**src/rtl/perceptron_serial_trainable.sv**
```systemverilog
// Serial perceptron with binary inputs and signed weights plus bias. Inputs are accumulated one per cycle.
// An optional online rule (lr=1, saturating) updates the weights when the result differs from the target.
module perceptron_serial_trainable #(
    parameter int N_IN  = 8,
    parameter int W_W   = 4,
    parameter int ERR_W = 8
) (
    input  logic                         clk,
    input  logic                         rst_n,
    input  logic                         in_valid,
    output logic                         in_ready,
    input  logic [N_IN-1:0]              x,
    input  logic                         train,
    input  logic                         target,
    input  logic                         wld_en,
    input  logic [$clog2(N_IN+1)-1:0]    wld_idx,
    input  logic [W_W-1:0]               wld_data,
    output logic                         out_valid,
    input  logic                         out_ready,
    output logic                         result,
    output logic                         err,
    output logic [ERR_W-1:0]             err_cnt
);

    localparam int IDX_W = $clog2(N_IN + 1);
    localparam int CNT_W = (N_IN > 1) ? $clog2(N_IN) : 1;
    localparam int ACC_W = W_W + $clog2(N_IN + 1) + 1;

    localparam logic signed [W_W-1:0]   W_MAX    = {1'b0, {(W_W-1){1'b1}}};
    localparam logic signed [W_W-1:0]   W_MIN    = {1'b1, {(W_W-1){1'b0}}};
    localparam logic [CNT_W-1:0]        LAST     = CNT_W'(N_IN - 1);
    localparam logic [IDX_W-1:0]        BIAS_IDX = IDX_W'(N_IN);
    localparam logic signed [ACC_W-1:0] ZERO     = '0;

    typedef enum logic [1:0] {IDLE, ACCUM, DECIDE, DONE} state_t;

    state_t                  state, state_nx;
    logic signed [W_W-1:0]   w [N_IN];
    logic signed [W_W-1:0]   bias;
    logic [N_IN-1:0]         x_l;
    logic                    train_l, target_l;
    logic [CNT_W-1:0]        idx;
    logic signed [ACC_W-1:0] acc, sum;
    logic                    res_nx, err_nx, learn, wld_ok;

    // Step by one toward the target class, holding at the representable limits.
    function automatic logic signed [W_W-1:0] sat_step(input logic signed [W_W-1:0] v,
                                                       input logic up);
        if (up) return (v == W_MAX) ? v : v + W_W'(1);
        return (v == W_MIN) ? v : v - W_W'(1);
    endfunction

    assign in_ready  = (state == IDLE);
    assign out_valid = (state == DONE);

    // NOTE: sequential state uses non-blocking assignments so every register samples pre-edge values.
    always_ff @(posedge clk or negedge rst_n) begin
        if (!rst_n) state <= IDLE;
        else        state <= state_nx;
    end

    // NOTE: every always_comb output gets a default first; a missed branch would otherwise infer a latch.
    always_comb begin
        state_nx = state;
        unique case (state)
            IDLE:    if (in_valid)    state_nx = ACCUM;
            ACCUM:   if (idx == LAST) state_nx = DECIDE;
            DECIDE:                   state_nx = DONE;
            DONE:    if (out_ready)   state_nx = IDLE;
            default:                  state_nx = IDLE;
        endcase
    end

    always_comb begin
        sum    = acc + ACC_W'(bias);
        res_nx = (sum >= ZERO);
        err_nx = train_l & (res_nx != target_l);
        learn  = (state == DECIDE) & err_nx;
        wld_ok = (state == IDLE) & wld_en & ~in_valid;
    end

    // NOTE: the weight file is a handful of flops and must read as zero after reset, so it is reset explicitly.
    always_ff @(posedge clk or negedge rst_n) begin
        if (!rst_n) begin
            x_l      <= '0;
            train_l  <= 1'b0;
            target_l <= 1'b0;
            idx      <= '0;
            acc      <= '0;
            result   <= 1'b0;
            err      <= 1'b0;
            err_cnt  <= '0;
            bias     <= '0;
            for (int k = 0; k < N_IN; k++) w[k] <= '0;
        end else begin
            unique case (state)
                IDLE: if (in_valid) begin
                    x_l      <= x;
                    train_l  <= train;
                    target_l <= target;
                    acc      <= '0;
                    idx      <= '0;
                end
                ACCUM: begin
                    if (x_l[idx]) acc <= acc + ACC_W'(w[idx]);
                    idx <= idx + CNT_W'(1);
                end
                DECIDE: begin
                    result <= res_nx;
                    err    <= err_nx;
                    if (err_nx && err_cnt != '1) err_cnt <= err_cnt + ERR_W'(1);
                end
                default: ;
            endcase

            // Loads only happen in IDLE and learning only in DECIDE, so the two never collide.
            for (int k = 0; k < N_IN; k++) begin
                if (wld_ok && wld_idx == IDX_W'(k)) w[k] <= wld_data;
                else if (learn && x_l[k])          w[k] <= sat_step(w[k], target_l);
            end
            if (wld_ok && wld_idx == BIAS_IDX) bias <= wld_data;
            else if (learn)                    bias <= sat_step(bias, target_l);
        end
    end

endmodule
```
**config.mk**
```make
export PLATFORM = sky130hd
export DESIGN_NAME = perceptron_serial_trainable
export DESIGN_NICKNAME = d
export VERILOG_FILES = /design/src/rtl/perceptron_serial_trainable.sv
export SDC_FILE = /design/constraint.sdc
export NUM_CORES = 1
export LEC_CHECK = 0
export ABC_AREA = 1
export ABC_CLOCK_PERIOD_IN_PS = 2600
export CAP_MARGIN = 5
export CORE_UTILIZATION = 55
export DETAILED_ROUTE_END_ITERATION = 12
export PLACE_DENSITY = 0.83
export SKIP_CTS_REPAIR_TIMING = 1
export SLEW_MARGIN = 40
export SYNTH_ARGS = -nofsm -noshare
export SYNTH_HDL_FRONTEND = slang
export SYNTH_SLANG_ARGS = --single-unit
```
**constraint.sdc**
```tcl
create_clock -name clk -period 2.6 [get_ports clk]
set_input_delay 0.39 -clock clk [delete_from_list [all_inputs] [get_ports clk]]
set_output_delay 0.39 -clock clk [all_outputs]
set_load 0.01 [all_outputs]
```
* Word level (Yosys, flattened, before mapping)
Index checks and enable logic that the tools add are counted.
W data, S select, Z words.
** Cells by class
- Bitwise operators :: 6
- Equality and inequality tests :: 54
- Mux-type cells :: 87
- Reductions and logical operators :: 44
- $lt $le $gt $ge :: 3
- $add $sub $neg :: 22
** Operator list (number)
- $mux W4 :: 56
- $eq A4 B4 Y1 const B :: 19
- $add A4 B2 Y4 const B :: 9
- $ne A4 B4 Y1 const B :: 9
- $sub A4 B2 Y4 const B :: 9
- $reduce_and A3 Y1 :: 11
- $ne A3 B3 Y1 const B :: 9
- $mux W1 :: 20
- $reduce_bool A2 Y1 :: 10
- $add A9 B4 Y9 :: 2
- $logic_and A1 B1 Y1 :: 18
- $mux W9 :: 2
- $pmux W9 S2 :: 1
- $eq A4 B3 Y1 const B :: 4
- $bmux W4 S3 :: 1
- $ge A9 B1 Y1 const B :: 1
- $add A8 B1 Y8 const B :: 1
- $eq A4 B2 Y1 const B :: 2
- $ne A8 B8 Y1 const B :: 1
- $pmux W2 S4 :: 1
- $mux W2 :: 3
- $ne A2 B2 Y1 const B :: 3
- $pmux W3 S2 :: 1
- $reduce_and A2 Y1 :: 3
- 16 further kinds :: 20
** Storage, ports and cells
- Output and inout port bits :: 12
- Register bits :: 70
- Word-level logic and storage cells :: 234

* Logic depth before layout (Yosys ltp)
Gate-level depths: netlist of run 1.
- Word-level depth :: 11
- Gate-level depth with buffers :: 19

* Worst setup path after synthesis of run 1
Ideal clock, no wire load.
- Path type :: reg-to-reg
- Start :: register idx[0]
- End :: register acc[6]
- Setup time :: 0.121 ns
- Period minus slack after synthesis :: 2.554 ns
- Cell stages (with the launch flop) :: 20
- Slack :: 0.046 ns
- Data required time :: 2.479 ns
- Arrival :: 2.434 ns
- Cell sequence :: dfrtp_1 -> buf_2 -> buf_2 -> buf_2 -> a21oi_1 -> o21ai_0 -> nand2_1 -> nor2_1 -> a31oi_1 -> ha_1 -> inv_1 -> fa_1 -> inv_1 -> nand3_1 -> nand2_1 -> nand2_1 -> nand2_1 -> a21oi_1 -> o21ai_0 -> o21ai_1
** Between the ends
- Cells in the longest elaborated chain, start to end :: 7
- Elaborated cells on any way between the ends :: 11
** RTL lines
- start: declaration :: RTL line 42 : logic [CNT_W-1:0] idx;
- start signal: assignment :: RTL line 106 : idx <= idx + CNT_W'(1);
- $not A3 Y4 (implied by the code) :: RTL line 105 : if (x_l[idx]) acc <= acc + ACC_W'(w[idx]);
- $bmux W4 S3 :: RTL line 105
- $mux W4 (implied by the code) (2 in series) :: RTL line 105
- $add A9 B4 Y9 :: RTL line 105
- $mux W9 :: RTL line 105
- $pmux W9 S2 :: RTL line 96 : unique case (state)
- end signal: assignment :: RTL line 105
- end: declaration :: RTL line 43 : logic signed [ACC_W-1:0] acc, sum;
Several ways; a longest one is shown, not always the timed one. The select of a mux whose other input is x is not followed.
A chain may end at the register's enable or synchronous reset.

* Worst setup path after layout of run 1
Ends and elaborated chain as after synthesis.

==> results.cfg, run 1 <==
[power]
switchingPower_w = 0.00416
peakVddDrop_mv = 0.676
combPwrFrac_pct = 63.7
leakage_nw = 3.16
cellPowerDensity_nw_per_um2 = 1310
p_total_w = 0.00835
swShare_pct = 49.9
seq_power_share_pct = 26.5
clockPowerShare_pct = 9.8
p_int_w = 0.00419

[worst_setup_path]
critPathMaxStageDelay_ns = 0.45
r2r_slack_ns = 0.15
r2r_cells = 17
reg2reg_to = acc[6]
required_ns = 2.84
path_cells = buf_6, a21oi_2, o21ai_1, nand2_1, nor2_1, a31oi_1, ha_2, inv_2, fa_2, inv_2, nand3_2, nand2_2, nand2_2, nand2_2, a21oi_2, o21ai_1, o21ai_1
rr_startpoint = idx[0]
worstPathArrival_ns = 2.69
setup.worst_path.class = reg -> reg
startpoint_type = flop
endpoint_kind = flop
crit_fanout = 5
cpMaxStageDelayCell = dfrtp_2

[clock_network]
cts_buffers = 9
clock-sinks = 70
clock_path_buffers = 2
path_clk_slew_ns = 0.07
htreeDepth = 3
clock_latency_ns = 0.35
root_buffer = clkbuf_8
cts_tree = yes

[layout]
final_cell_mix = 194 x nand2_1, 67 x nand3_1, 67 x dfrtp_1, 52 x inv_1, 47 x o21ai_0
syn_to_final_growth_pct = 15.6
final_layout_size_suffix_gt1_share_pct = 13.4
utilization_pct = 65.3
layout_commonest_cell = nand2_1
nNetsFinal = 853
antenna_cells = 0

[global_route]
grt_first_pass_wirelength_um = 23200
grt_max_degree = 71
gr-total-overflow = 0
antenna_found_initial = 0
global_route.usage.total_pct = 29.1
grt_pass1_vias = 4856

[status]
status = finished clean

[floorplan]
die-area_um2 = 10400
fp.dieH_um = 102
rows = 36
initial_utilization_pct = 56.5
ios = 35
die_w_um = 102
core_um2 = 9770

[sta]
max_slew_margin_pct = 64.7
grt_setup_unrepaired = yes
finalCritPeriodShare_pct = 94.3
min_period_ns = 2.45
hold_violations = 0
fin_skew_ns = 0.00470
max_freq_mhz = 408
worst_slew_pin_slew_ns = 0.529
setup_viol = 0
maxSlewViolCount = 0

[synth]
synthesis.nets = 799
ys_seq_area_share_pct = 31.7
synth.distinct_cells = 43
synth_top_area_share_pct = 31.7
ys_ff_latch = 70
yosysWarningCount = 0
synth_area_per_cell_um2 = 7.61
synthCells = 726
synth_area_leaders = dfrtp_1 32%, nand2_1 13%, ha_1 9.1%, nand3_1 6.2%, o21ai_0 4.6%
syn_area_um2 = 5520
yosys.area.top_type = dfrtp_1

[detailed_routing]
routed_wl_um = 14300
ant_nets = 0
wl_per_cell_um = 15.6
dr.pass1.iters = 6
first_iter_violations = 456
drt_drc_violations_left = 0
vias = 5284
via_per_inst = 5.77

[place]
globalplace.congestion = 0.923
port_buffers = 34
hpwl_um = 10300

[worst_hold_path]
hp-class = in -> async

[flow_run]
cap_violations = 0
[cell type report]
type	count	area, um^2
sequential	70	1760
tap	133	166
inverter	66	248
clock buffer	13	169
multi-input combinational	569	3450
clock inverter	1	5.00
timing repair buffer	64	589
fill	824	3390
[through the flow]
stage	TNS [ns]	cell area (um^2)	worst slack [ns]	cells	hold WS, ns
6_report	0	6380	0.147	916	0.0444
5_1_grt	-0.0810	6380	-0.0473	916	0.0832
4_1_cts	-0.0281	6290	-0.0281	910	0.0766
3_5_place_dp	-0.0129	6120	-0.0129	896	0.452
3_3_place_gp	0	6120	0.0998	896	0.450
2_1_floorplan	0	5520	0.0455	726	0.0944
[synthesized netlist by cell type (all sizes together)]
| master | instances |
|---|---|
| dfrtp | 70 |
| o21ai | 65 |
| and2 | 1 |
| mux2 | 9 |
| xor2 | 16 |
| nor3 | 5 |
| o31ai | 4 |
| nor4 | 7 |
| a211oi | 3 |
| a31oi | 4 |
| clkbuf | 11 |
| o41ai | 1 |
| fa | 10 |
| nand3 | 80 |
| nor3b | 1 |
| inv | 63 |
| o211ai | 3 |
| buf | 10 |
| o21a | 1 |
| clkinv | 3 |
| nand4 | 15 |
| or2 | 4 |
| a21oi | 40 |
| mux2i | 2 |
| xnor2 | 7 |
| nor2 | 33 |
| ha | 40 |
| nand2 | 208 |
| o22ai | 7 |
| a41oi | 2 |
| a21o | 1 |
[how the worst max path moves through the flow]
| stage | from | endpoint | slack (ns) | cells past startpoint |
|---|---|---|---|---|
| floorplan | idx[0] | acc[6] | 0.05 | 19 |
| global placement | idx[0] | acc[6] | 0.1 | 17 |
| detailed placement | idx[0] | acc[6] | -0.01 | 17 |
| CTS | idx[0] | acc[6] | -0.03 | 17 |
| global route | idx[0] | acc[6] | -0.05 | 17 |
| finish | idx[0] | acc[6] | 0.15 | 17 |
[layer usage]
layer | up-vias | global-route usage (%) | routed length (um)
li1 | 2564 | - | -
met1 | 2475 | 36.7 | 5880
met2 | 205 | 48.8 | 6990
met3 | 40 | 5.61 | 995
met4 | 0 | 12.1 | 418
met5 | - | 0 | 0
[critical path: cells and delay by family, from the launching register on]
kind | cells | cell delay (ns)
fa+ha+maj | 2 | 0.60
buf+inv | 3 | 0.26
compound gates | 6 | 0.66
simple gates | 6 | 0.38
flops | 1 | 0.45
[registers in the layout, indices dropped and copies added, names as in the netlist]
name	cells
w	32
acc	9
err_cnt	8
x_l	8
bias	4
idx	3
state	2
err	1
result	1
target_l	1
train_l	1
[power by group through the flow]
stage | sequential (W) | clock (W) | combinational (W)
finish | 0.00221 | 0.000822 | 0.00532
global route | 0.00227 | 0.000886 | 0.00604
CTS | 0.00219 | 0.000834 | 0.00504
detailed placement | 0.00221 | 0 | 0.00500
global placement | 0.00219 | 0 | 0.00475
floorplan | 0.00203 | 0 | 0.00388
[kinds of logic (layout without fill, tap and decap cells)]
| family | count (synthesis) | count (layout) | share of synthesized area (%) |
|---|---|---|---|
| and+or+nand+nor | 354 | 354 | 30.2 |
| muxes | 11 | 11 | 2.20 |
| DFF | 70 | 70 | 31.7 |
| AOI/OAI and AO/OA | 131 | 131 | 13.0 |
| xor gates and xnor gates | 23 | 23 | 3.65 |
| adders and majority gates | 50 | 50 | 12.7 |
| buffers and inverters | 87 | 144 | 6.50 |
No activity file was read; power rests on OpenSTA's default activity.
==> run 2, diff against run 1 <==
CORE_ASPECT_RATIO = 2   (was not set)
==> results.cfg, run 2 (same netlist as run 1, synthesis figures left out) <==
[detailed_routing]
routed_wl_um = 15900
wl_per_cell_um = 17.1
first_iter_violations = 437
dr.pass1.iters = 7
via_per_inst = 5.92
ant_nets = 0
drt_drc_violations_left = 0
vias = 5496

[clock_network]
clock_path_buffers = 2
clock_latency_ns = 0.34
clock-sinks = 70
cts_tree = yes
path_clk_slew_ns = 0.06
root_buffer = clkbuf_16
cts_buffers = 9
htreeDepth = 3

[global_route]
antenna_found_initial = 0
grt_pass1_vias = 5630
global_route.usage.total_pct = 32.7
grt_max_degree = 29
grt_first_pass_wirelength_um = 25800
gr-total-overflow = 0

[floorplan]
core_um2 = 9760
initial_utilization_pct = 56.6
rows = 51
ios = 35
die-area_um2 = 10500
fp.dieH_um = 144
die_w_um = 72.9

[worst_setup_path]
r2r_slack_ns = 0.07
crit_fanout = 5
endpoint_kind = flop
reg2reg_to = acc[6]
r2r_cells = 17
required_ns = 2.87
worstPathArrival_ns = 2.80
startpoint_type = flop
setup.worst_path.class = reg -> reg
rr_startpoint = idx[0]

[flow_run]
cap_violations = 0

[sta]
finalCritPeriodShare_pct = 97.5
fin_skew_ns = 0.00839
grt_setup_unrepaired = yes
maxSlewViolCount = 0
min_period_ns = 2.53
max_slew_margin_pct = 62.7
hold_violations = 0
max_freq_mhz = 394
setup_viol = 0
worst_slew_pin_slew_ns = 0.560

[place]
place_inst = 906
port_buffers = 34
globalplace.congestion = 1.03
hpwl_um = 12000

[layout]
finalNonFillerCells = 928
reg.largest.list = w x32, acc x9
regMostFlops = w
final_cell_mix = 195 x nand2_1, 69 x dfrtp_1, 67 x nand3_1, 52 x inv_1, 44 x o21ai_0
layout_commonest_cell = nand2_1
utilization_pct = 68.3
final_layout_size_suffix_gt1_share_pct = 14.8
syn_to_final_growth_pct = 20.8
nNetsFinal = 865
antenna_cells = 0
largest_reg_flops = 32

[power]
leakage_nw = 3.30
cellPowerDensity_nw_per_um2 = 1390
peakVddDrop_mv = 0.704

[worst_hold_path]
hp-class = in -> async

[status]
status = finished clean
==> run 2: cell count changes in the layout (fill, tap and decap cells not counted), moves of 2 or more <==
cell,delta
dfrtp_2,-2
buf_12,+2
dfrtp_1,+2
clkbuf_16,+10
buf_4,+8
o21ai_2,+2
clkbuf_8,-9
o21ai_0,-3
==> run 2: area by class of cell <==
type,count,area (um^2)
clock inverters,3,42.5
clock buffers,12,267
fillers,802,3090
flip-flops and latches,70,1750
inverters,66,250
repair buffers,76,726
multi-input cells,569,3470
well taps,132,165
==> run 2: metrics by stage <==
| stage | cell area, um^2 | setup TNS [ns] | setup slack (ns) | total power, W | hold WS [ns] |
|---|---|---|---|---|---|
| 5_1_grt | 6670 | -0.162 | -0.0992 | 0.0100 | 0.0773 |
| 4_1_cts | 6530 | -0.0324 | -0.0324 | 0.00883 | 0.0484 |
| 3_5_place_dp | 6220 | -0.00242 | -0.00242 | 0.00747 | 0.407 |
| 6_report | 6670 | 0 | 0.0650 | 0.00925 | 0.0311 |
| 2_1_floorplan | 5520 | 0 | 0.0455 | 0.00591 | 0.0944 |
| 3_3_place_gp | 6220 | 0 | 0.0933 | 0.00718 | 0.404 |
==> run 2: worst max-delay path, stage by stage (launching register included) <==
cell and delay (ns):
dfrtp_2 0.48, buf_12 0.16, a21oi_2 0.10, o21ai_1 0.08, nand2_1 0.07, nor2_1 0.04
a31oi_1 0.20, ha_2 0.24, inv_2 0.05, fa_2 0.38, inv_2 0.07, nand3_2 0.06
nand2_2 0.08, nand2_2 0.07, nand2_2 0.08, a21oi_2 0.05, and2_1 0.15, o21ai_1 0.12
==> run 2: per-layer routing <==
metal / vias up / wire [um] / part of all wire (%) / track usage, %
li1: 2588 / - / - / -
met1: 2606 / 5570 / 35 / 33.2
met2: 216 / 8400 / 53 / 58.4
met3: 86 / 663 / 4.2 / 4.56
met4: 0 / 1240 / 7.8 / 25.7
met5: - / 0 / 0 / 0
==> run 2: how the worst max path moves through the flow <==
stage | startpoint | endpoint | slack [ns] | cells past startpoint
2_1_floorplan | idx[0] | acc[6] | 0.05 | 19
5_1_grt | idx[0] | acc[8] | -0.1 | 12
3_5_place_dp | idx[0] | acc[6] | -0.002 | 16
4_1_cts | idx[0] | acc[6] | -0.03 | 16
3_3_place_gp | idx[0] | acc[6] | 0.09 | 17
6_report | idx[0] | acc[6] | 0.07 | 17
==> run 2: power by group <==
group / total [W] / internal [W] / switching (W) / leakage, nW
Combinational: 0.00579 / 0.00241 / 0.00339 / 2.26
Sequential: 0.00216 / 0.00157 / 0.000594 / 0.887
Clock: 0.00129 / 0.000814 / 0.000478 / 0.151
Total: 0.00925 / 0.00479 / 0.00446 / 3.30
==> RTL change (config.mk and constraints of run 1) <==
The parameter `ERR_W` goes from 8 to 7.
--- a/src/rtl/perceptron_serial_trainable.sv
+++ b/src/rtl/perceptron_serial_trainable.sv
@@ -3,7 +3,7 @@
 module perceptron_serial_trainable #(
     parameter int N_IN  = 8,
     parameter int W_W   = 4,
-    parameter int ERR_W = 8
+    parameter int ERR_W = 7
 ) (
     input  logic                         clk,
     input  logic                         rst_n,
Interface: changed (resized err_cnt); port bits go from 35 to 34. No check against the original RTL was run, so the function may have changed too.
==> RTL change against run 1 <==
  * Synthesized area is 0.93% lower
  * Setup slack got worse by 0.10 ns
  * Sequential cell count is 1 lower
  * Synthesized cell count fell by 1.1%
  * Cell area up 0.22%
  * Critical path type unchanged
  * Core utilization grew 0.44 points
  * Power is 0.23% higher
  * Wire length up 1.9%
  * Combinational power is essentially flat
  * Hold slack worse by 0.033 ns
==> RTL change: results (changes against run 1) <==
REG.LARGEST.LIST='w x32, acc x9, x_l x8'  # was w x32, acc x9
ANTENNA-DIODE-COUNT=0  # unchanged
WL_MICRONS=14500  # was 14300 microns
PRE_CTS_SLACK_NS=-0.0262  # was -0.0129 ns
FINCLKSKEW_NS=0.0151  # was 0.00470 ns
SYNTH_CELL_TYPES=41  # was 43
POST_SYNTH_INST_COUNT=718  # was 726
GRT_PASS1_WL_MICRONS=22800  # was 23200 microns
WORSTPATHMAXFANOUT=11  # was 5
VDD.IR_DROP.WORST_uV=556  # was 676 uV
INITIALDRTVIOLATIONCOUNT=410  # was 456
PORT-BUFFER-COUNT=33  # was 34
TIMING_WORST_SLEW_PIN_VALUE_NS=0.598  # was 0.529 ns
MAXIMUM_NUMBER_OF_PINS_ON_ONE_NET_BEFORE_GLOBAL_ROUTE_REPAIR=39  # was 71
DP.CELLS=885  # was 896
VIA_PER_INST=5.86  # was 5.77
FILLER_CELL_COUNT=847  # was 824
SYNTH.TOP_CELLS.BY_COUNT='sky130_fd_sc_hd__nand2_1 (199), sky130_fd_sc_hd__dfrtp_1 (69), sky130_fd_sc_hd__nand3_1 (69)'  # was sky130_fd_sc_hd__nand2_1 (198), sky130_fd_sc_hd__dfrtp_1 (70), sky130_fd_sc_hd__nand3_1 (68)
DRIVE_GT1_SHARE_PCT=13.3  # was 13.4%
DR_TOTAL_VIAS=5314  # was 5284
SYNTHARSTFLOPSHARE_PCT=100  # unchanged
GP_CONGESTION=0.951  # was 0.923
SYN-NUM-NETS=791  # was 799
DR.PASS1.ITERS=5  # was 6
GRT_UTIL_ALL_LAYERS_PCT=28.6  # was 29.1%
PLACED_AREA_SQ_UM=6030  # was 6120 sq um
SYNTH.YOSYS.SEQ_AREA_SHARE_PCT=31.6  # was 31.7%
AREA.SEQUENTIAL_SQ_UM=1730  # was 1760 sq um
DETAILEDPLACEMENTHPWL_MICRONS=10500  # was 10300 microns
POWER.TOTAL_mW=8.37  # was 8.35 mW
WORST_EP_ARRIVAL_TIME_NS=2.84  # was 2.69 ns
SYNTH_AREA_LEADERS='sky130_fd_sc_hd__dfrtp_1 (32%), sky130_fd_sc_hd__nand2_1 (14%), sky130_fd_sc_hd__ha_1 (9.1%), sky130_fd_sc_hd__nand3_1 (6.3%), sky130_fd_sc_hd__o21ai_0 (6.0%)'  # was sky130_fd_sc_hd__dfrtp_1 (32%), sky130_fd_sc_hd__nand2_1 (13%), sky130_fd_sc_hd__ha_1 (9.1%), sky130_fd_sc_hd__nand3_1 (6.2%), sky130_fd_sc_hd__o21ai_0 (4.6%)
FINALHOLDVIOLCOUNT=0  # unchanged
POWER.SHARE.SEQUENTIAL_PCT=26.1  # was 26.5%
POWER.STATIC_LEAKAGE_nW=3.16  # about the same
CLOCKNETWORKPOWER_mW=0.881  # was 0.822 mW
RUN_STATUS='finished, final reports clean'  # unchanged
[RTL change: changes by cell type in the layout (fill, tap and decap cells not counted), moves of 3 or more]
cell / before / now
sky130_fd_sc_hd__o21ai_0: 47 / 60
sky130_fd_sc_hd__o21ai_1: 18 / 5
sky130_fd_sc_hd__nand4_1: 14 / 6
sky130_fd_sc_hd__inv_2: 11 / 5
sky130_fd_sc_hd__xor2_1: 16 / 11
sky130_fd_sc_hd__buf_4: 27 / 23
sky130_fd_sc_hd__nor2_1: 32 / 36
sky130_fd_sc_hd__or2_2: 0 / 4
sky130_fd_sc_hd__clkbuf_8: 12 / 9
sky130_fd_sc_hd__nand2_2: 13 / 10
sky130_fd_sc_hd__nand2_4: 1 / 4
sky130_fd_sc_hd__nor3_1: 5 / 2
[RTL change: cells by family after synthesis]
kind of cell	Yosys count	share of synthesized area [%]
muxes	11	2.22
xor gates and xnor gates	18	2.88
adders and majority gates	50	12.8
buffers and inverters	81	6.33
AOI/OAI and AO/OA	136	13.7
DFF	69	31.6
and+or+nand+nor	353	30.5
[RTL change: area by class of cell]
class / instances / share of cell area, %
multi-input combinational: 568 / 54.2
sequential: 69 / 27.0
clock buffer: 9 / 1.94
inverter: 61 / 3.64
clock inverter: 6 / 1.02
timing repair buffer: 61 / 9.60
tap: 133 / 2.60
[RTL change: metal layers]
layer  share of wire [%]  global-route usage (%)  vias to the layer above
met4                 3.1                    11.4                        0
met2                  49                    49.1                      235
met1                  41                    35.3                     2500
met5                   0                       0                        -
met3                 7.6                    5.59                       45
li1                    -                       -                     2534
[RTL change: critical path, stage by stage (launching register included)]
cell                      delay [ns]
sky130_fd_sc_hd__dfrtp_1        0.45
sky130_fd_sc_hd__buf_6          0.17
sky130_fd_sc_hd__a21oi_1        0.13
sky130_fd_sc_hd__o21ai_1        0.10
sky130_fd_sc_hd__nand2_1        0.09
sky130_fd_sc_hd__nor2_1         0.06
sky130_fd_sc_hd__a31oi_1        0.20
sky130_fd_sc_hd__ha_2           0.23
sky130_fd_sc_hd__inv_2          0.04
sky130_fd_sc_hd__fa_2           0.36
sky130_fd_sc_hd__inv_2          0.07
sky130_fd_sc_hd__nand3_2        0.06
sky130_fd_sc_hd__nand2_2        0.09
sky130_fd_sc_hd__nand2_2        0.06
sky130_fd_sc_hd__nand2_2        0.07
sky130_fd_sc_hd__a21oi_2        0.05
sky130_fd_sc_hd__and2_1         0.13
sky130_fd_sc_hd__o21ai_1        0.11
[RTL change: worst paths after layout]
path / start / endpoint / slack (ns) / cells after the start
worst min register to register: err / err / 0.52 / 2
min in group clk: err / err / 0.52 / 2
worst min-delay path: rst_n / w[8] / 0.01 / 1
worst max-delay path: idx[1] / acc[6] / 0.04 / 17
worst max register to register: idx[1] / acc[6] / 0.04 / 17
max in group asynchronous: rst_n / idx[0] / 2.01 / 2
